===== src/rtl/pcm_sample_fifo.sv =====
// Capture FIFO for microphone PCM samples: synchronises the receiver's sample-ready level,
// filters by channel, and queues {channel, sample} words behind a 1-cycle registered read port.
module pcm_sample_fifo #(
  parameter int unsigned DW    = 18,
  parameter int unsigned DEPTH = 16
) (
  input  logic                     clk,
  input  logic                     reset,
  input  logic                     enable,
  input  logic [DW-1:0]            in_data,
  input  logic                     in_ws,
  input  logic                     in_done,
  input  logic [1:0]               chan_sel,
  input  logic                     clr,
  input  logic                     rd_en,
  output logic [DW-1:0]            rd_data,
  output logic                     rd_chan,
  output logic                     rd_valid,
  output logic                     empty,
  output logic                     full,
  output logic [$clog2(DEPTH):0]   level,
  output logic                     overflow
);

  localparam int unsigned AW = $clog2(DEPTH);

  logic          r_done_s1, r_done_s2, r_done_d;
  logic [2:0]    r_hist_vld;
  logic          r_cap_stb;
  logic [DW-1:0] r_cap_data;
  logic          r_cap_ws;

  logic [DW:0]   r_mem [DEPTH];
  logic [AW:0]   r_wptr, r_rptr;
  logic [DW-1:0] r_rd_data;
  logic          r_rd_chan, r_rd_valid, r_overflow;

  logic          w_edge, w_chan_ok, w_empty, w_full;
  logic          w_wr_req, w_rd, w_wr, w_ovf;
  logic [AW:0]   w_level;

  // r_hist_vld marks which stages hold post-reset samples, so a level already high
  // when reset is released is never mistaken for a rising edge.
  assign w_edge = r_done_s2 & ~r_done_d & r_hist_vld[2];

  always_ff @(posedge clk or negedge reset) begin
    if (!reset) begin
      r_done_s1  <= 1'b0;
      r_done_s2  <= 1'b0;
      r_done_d   <= 1'b0;
      r_hist_vld <= 3'b000;
      r_cap_stb  <= 1'b0;
      r_cap_data <= '0;
      r_cap_ws   <= 1'b0;
    end else begin
      r_done_s1  <= in_done;
      r_done_s2  <= r_done_s1;
      r_done_d   <= r_done_s2;
      r_hist_vld <= {r_hist_vld[1:0], 1'b1};
      r_cap_stb  <= w_edge;
      if (r_done_s1 && !r_done_s2) begin
        r_cap_data <= in_data;
        r_cap_ws   <= in_ws;
      end
    end
  end

  always_comb begin
    w_chan_ok = 1'b0;
    unique case (chan_sel)
      2'b00: w_chan_ok = ~r_cap_ws;
      2'b01: w_chan_ok = r_cap_ws;
      2'b10: w_chan_ok = 1'b1;
      2'b11: w_chan_ok = 1'b0;
    endcase
  end

  assign w_level  = r_wptr - r_rptr;
  assign w_empty  = (r_wptr == r_rptr);
  assign w_full   = (r_wptr[AW] != r_rptr[AW]) && (r_wptr[AW-1:0] == r_rptr[AW-1:0]);

  assign w_wr_req = r_cap_stb & enable & ~clr & w_chan_ok;
  assign w_rd     = rd_en & ~w_empty & ~clr;
  // When full, a same-cycle read frees the slot the write lands in.
  assign w_wr     = w_wr_req & (~w_full | w_rd);
  assign w_ovf    = w_wr_req & w_full & ~w_rd;

  always_ff @(posedge clk) begin
    if (w_wr) begin
      r_mem[r_wptr[AW-1:0]] <= {r_cap_ws, r_cap_data};
    end
  end

  always_ff @(posedge clk or negedge reset) begin
    if (!reset) begin
      r_wptr     <= '0;
      r_rptr     <= '0;
      r_rd_data  <= '0;
      r_rd_chan  <= 1'b0;
      r_rd_valid <= 1'b0;
      r_overflow <= 1'b0;
    end else if (clr) begin
      r_wptr     <= '0;
      r_rptr     <= '0;
      r_rd_valid <= 1'b0;
      r_overflow <= 1'b0;
    end else begin
      r_wptr     <= r_wptr + {{AW{1'b0}}, w_wr};
      r_rptr     <= r_rptr + {{AW{1'b0}}, w_rd};
      r_rd_valid <= w_rd;
      r_overflow <= r_overflow | w_ovf;
      if (w_rd) begin
        {r_rd_chan, r_rd_data} <= r_mem[r_rptr[AW-1:0]];
      end
    end
  end

  assign rd_data  = r_rd_data;
  assign rd_chan  = r_rd_chan;
  assign rd_valid = r_rd_valid;
  assign empty    = w_empty;
  assign full     = w_full;
  assign level    = w_level;
  assign overflow = r_overflow;

endmodule

===== config.mk =====
export PLATFORM = sky130hd
export DESIGN_NAME = pcm_sample_fifo
export DESIGN_NICKNAME = d
export VERILOG_FILES = /design/src/rtl/pcm_sample_fifo.sv
export SDC_FILE = /design/constraint.sdc
export NUM_CORES = 1
export LEC_CHECK = 0
export CAP_MARGIN = 20
export CORE_MARGIN = 2
export CORE_UTILIZATION = 30
export CTS_CLUSTER_DIAMETER = 120
export DETAILED_ROUTE_END_ITERATION = 6
export MAX_ROUTING_LAYER = met4
export PLACE_DENSITY_LB_ADDON = 0.15
export REMOVE_ABC_BUFFERS = 1
export SLEW_MARGIN = 20
export SYNTH_ARGS = -nofsm -noshare
export SYNTH_HDL_FRONTEND = slang
export SYNTH_SLANG_ARGS = --single-unit
export TNS_END_PERCENT = 5

===== constraint.sdc =====
create_clock -name clk -period 5.62 [get_ports clk]
set_input_delay 1.686 -clock clk [delete_from_list [all_inputs] [get_ports clk]]
set_output_delay 1.686 -clock clk [all_outputs]
set_load 0.005 [all_outputs]

==> implementation parameters <==
Parameter                              Value

Run status
  Status    complete, no violations

Pwr
  Net switching power of the design    1.23 mW
  Internal power    4.75 mW
  Power per cell area    359 nW/um^2
  Switching portion of total power    0.205
  Clock network fraction of design power    0.440
  Sequential cell fraction of total power    0.530
  Peak ir drop on the vdd network    0.182 mV
  Share of power burned in combinational logic    0.030
  Lkg Pwr    5.42 nW

Logic synthesis
  Number of enable-type register cells in the synthesized netlist    304
  Synthesized cell area    13900 um^2
  Fraction of synthesis flops using an asynchronous set or reset pin    0.158
  Synthesized netlist cell count    717
  Synthesized area per cell    19.4 um^2
  Yosys warns    0
  Sequential-to-total area share from yosys stat    0.758
  Number of storage elements in the synthesis netlist    361
  Number of distinct library cell variants in the gate-level netlist after synthesis    33
  Leading register cell type out of synthesis    sky130_fd_sc_hd__edfxtp_1

STA
  Maximum operating frequency    199 MHz
  Total of endpoints with negative setup slack in the final report    0
  Hold Vio Cnt, Final    0
  RSZ-0062 raised after global routing    false
  Headroom to the max-slew limit    0.343
  Count of final max-slew check failures    0
  Final setup slack of the worst path    599 ps
  Worst-Margin Slew    986 ps
  Post-route fraction of the period consumed by the critical path    0.893
  Clock period minus final worst setup slack    5020 ps
  Clock Skew    25.9 ps

CTS
  Clock transition at the register clock pins on the worst setup and hold paths after CTS    60 ps
  CTS buffer count    41
  CTS tree    built
  CTS HTree Levels    2
  Root Driver    sky130_fd_sc_hd__clkbuf_16
  Clock sink count    361
  Post-cts resize count    0
  Clk_lat worst skew    540 ps
  Hold buffer count at cts    0
  Maximum number of buffers from clock root to sink    3
  Setup Fix Bufs, Post-CTS    0

Layout
  Diode insertion count for antenna repair    0
  Storage element area    10600 um^2
  Layout area overhead    19.4%
  Area taken by multi-input logic gates    3200 um^2
  Most common cell after layout, fill and taps aside    sky130_fd_sc_hd__edfxtp_1
  Count of nets after finishing    835
  Filler cell count    4185
  Share of final-layout standard cells stronger than drive strength 1    0.242
  Final non-filler cell total    1432
  Commonest cells after routing, fill and taps aside    sky130_fd_sc_hd__edfxtp_1 (304), sky130_fd_sc_hd__nand2_1 (79), sky130_fd_sc_hd__mux4_2 (76)
  Finished Cell Area    16600 um^2

Floorplanning
  IO Count    55
  Area of the die    48200 um^2
  Chip Height    219 um
  Area inside the core boundary    45600 um^2
  Floorplan die width    219 um
  Initial standard-cell utilization of the core    0.306
  Number of cell rows    78

Placement
  Post-place setup slack    1160 ps
  Sum of net half-perimeters after detailed placement    18700 um
  Total of buffers placed on input and output ports    54
  Final RePlAce weighted congestion    0.739
  Total instance count after detailed placement    1356
  Area of placed instances    15300 um^2

Routing
  Violation count after the first detailed-route iteration    453
  Drt via density    4.83
  Routed met1 length    14400 um
  Routed vias    6913
  DRC violation count after routing    0
  Routed length per instance    23.1 um
  ANT nets after route    0
  Final routed wirelength across all metal layers    33100 um
  Highest layer used for signal routing    met4
  Number of search-and-repair iterations in the first detailed-routing pass    4
  Met3 wire length    1770 um
  Met2 wire length    16200 um

Setup path
  Peak fanout along the critical path    10
  Crit path largest cell delay    630 ps
  Crit path kind    flop to output pin
  Capturing element type of the critical path    output pin
  Slowest cell on the critical path    sky130_fd_sc_hd__dfrtp_1
  Cell chain of the critical path    clkinv_1 -> ha_1 -> fa_1 -> inv_1 -> a21o_1 -> a21oi_1 -> xor2_1 -> clkdlybuf4s50_1
  Crit-path leading delay family    buffers and inverters
  Startpoint type of the worst setup path    flop
  Buf+Inv Stages, Crit Path    3
  Critical path arrival    3340 ps
  Required @ worst endpoint    3930 ps

GRT
  Antenna violations before repair    0
  Global route total overflow    0
  Global Route Usage Sum    0.146
  Via count of the first global-routing pass    7534
  Wire length of the first global-routing pass    49300 um
  Pin count of the biggest net entering global routing    61

Worst hold path
  Type of the tightest min-delay check    flop to flop

Run
  Max-capacitance violation count    0
==> metal layers <==
metal / up-vias / GRT usage
met1: 3695 / 0.190
li1: 3014 / -
met4: 0 / 0.0396
met5: - / -
met3: 59 / 0.0242
met2: 145 / 0.236
==> sequential cells by signal, indices dropped and copies added (netlist names) <==
| name | flops |
|---|---|
| overflow | 1 |
| r_cap_data | 18 |
| r_cap_stb | 1 |
| r_cap_ws | 1 |
| r_done_d | 1 |
| r_done_s1 | 1 |
| r_done_s2 | 1 |
| r_hist_vld | 3 |
| r_mem | 304 |
| r_rptr | 5 |
| r_wptr | 5 |
| rd_chan | 1 |
| rd_data | 18 |
| rd_valid | 1 |
==> synthesized netlist by cell type, drive strengths merged, types with 2 or more instances <==
master | count | share of area
a21o | 2 | 0.0011
a21oi | 2 | 0.00072
a22o | 19 | 0.012
a31oi | 19 | 0.0085
buf | 20 | 0.011
clkbuf | 21 | 0.0057
dfrtp | 57 | 0.10
edfxtp | 304 | 0.66
ha | 8 | 0.0072
inv | 11 | 0.0030
mux2 | 19 | 0.015
mux4 | 76 | 0.12
nand2 | 79 | 0.021
nand2b | 3 | 0.0013
nand3 | 23 | 0.0083
nand4 | 3 | 0.0013
nor2 | 10 | 0.0027
nor2b | 7 | 0.0031
nor3 | 12 | 0.0043
nor4 | 4 | 0.0018
xnor2 | 6 | 0.0038
xor2 | 5 | 0.0031
==> power by group through the flow <==
stage	Sequential [mW]	Combinational [mW]	Clock [mW]
global placement	3.21	0.183	0
CTS	3.17	0.184	2.70
detailed placement	3.22	0.184	0
finish	3.17	0.178	2.63
global route	3.19	0.195	2.80
floorplan	3.16	0.0648	0
==> worst register-to-register path, cell delays in order (launching register included) <==
cell,delay (ps)
sky130_fd_sc_hd__dfrtp_1,630
sky130_fd_sc_hd__clkinv_1,480
sky130_fd_sc_hd__ha_1,440
sky130_fd_sc_hd__nand4_1,180
sky130_fd_sc_hd__nand3b_1,190
sky130_fd_sc_hd__nand4_1,450
sky130_fd_sc_hd__nor4_2,330
sky130_fd_sc_hd__buf_4,390
==> logic make-up after synthesis <==
kind of cell | Yosys count | synth area share
DFF | 361 | 0.758
and+or+nand+nor | 143 | 0.0452
muxes | 95 | 0.138
buffers and inverters | 53 | 0.0194
AOI/OAI and AO/OA | 44 | 0.0234
xor gates and xnor gates | 11 | 0.00692
adders and majority gates | 9 | 0.00862
other | 1 | 0.000269
==> per-stage QoR <==
step           TNS [ps]  power [mW]  hold WS [ps]  utilization
2_1_floorplan   -134220        3.22           331            -
3_3_place_gp          0        3.40           335        0.336
3_5_place_dp          0        3.41           337        0.336
4_1_cts               0        6.05           351        0.365
5_1_grt               0        6.18           351        0.365
6_report              0        5.98           347        0.365
==> cell type report <==
cell class / count / share of cell area
Multi-Input combinational cell: 303 / 0.193
Tap cell: 600 / 0.0452
Sequential cell: 361 / 0.635
Clock buffer: 55 / 0.0680
Inverter: 12 / 0.00271
Timing Repair Buffer: 80 / 0.0441
Clock inverter: 21 / 0.0123
==> path summary, 6_finish.rpt <==
path / start / endpoint / slack [ps] / cells past startpoint
max in group asynchronous: reset / r_rptr[0] / 3660 / 1
worst min register to register: r_hist_vld[1] / r_hist_vld[2] / 350 / 0
worst max register to register: r_wptr[0] / r_mem[1][11] / 2170 / 7
min in group asynchronous: reset / rd_chan / 1280 / 1
worst min-delay path: r_hist_vld[1] / r_hist_vld[2] / 350 / 0
worst max-delay path: r_wptr[0] / level[4] / 600 / 8
Note: power is estimated with default switching activity, not from simulation.
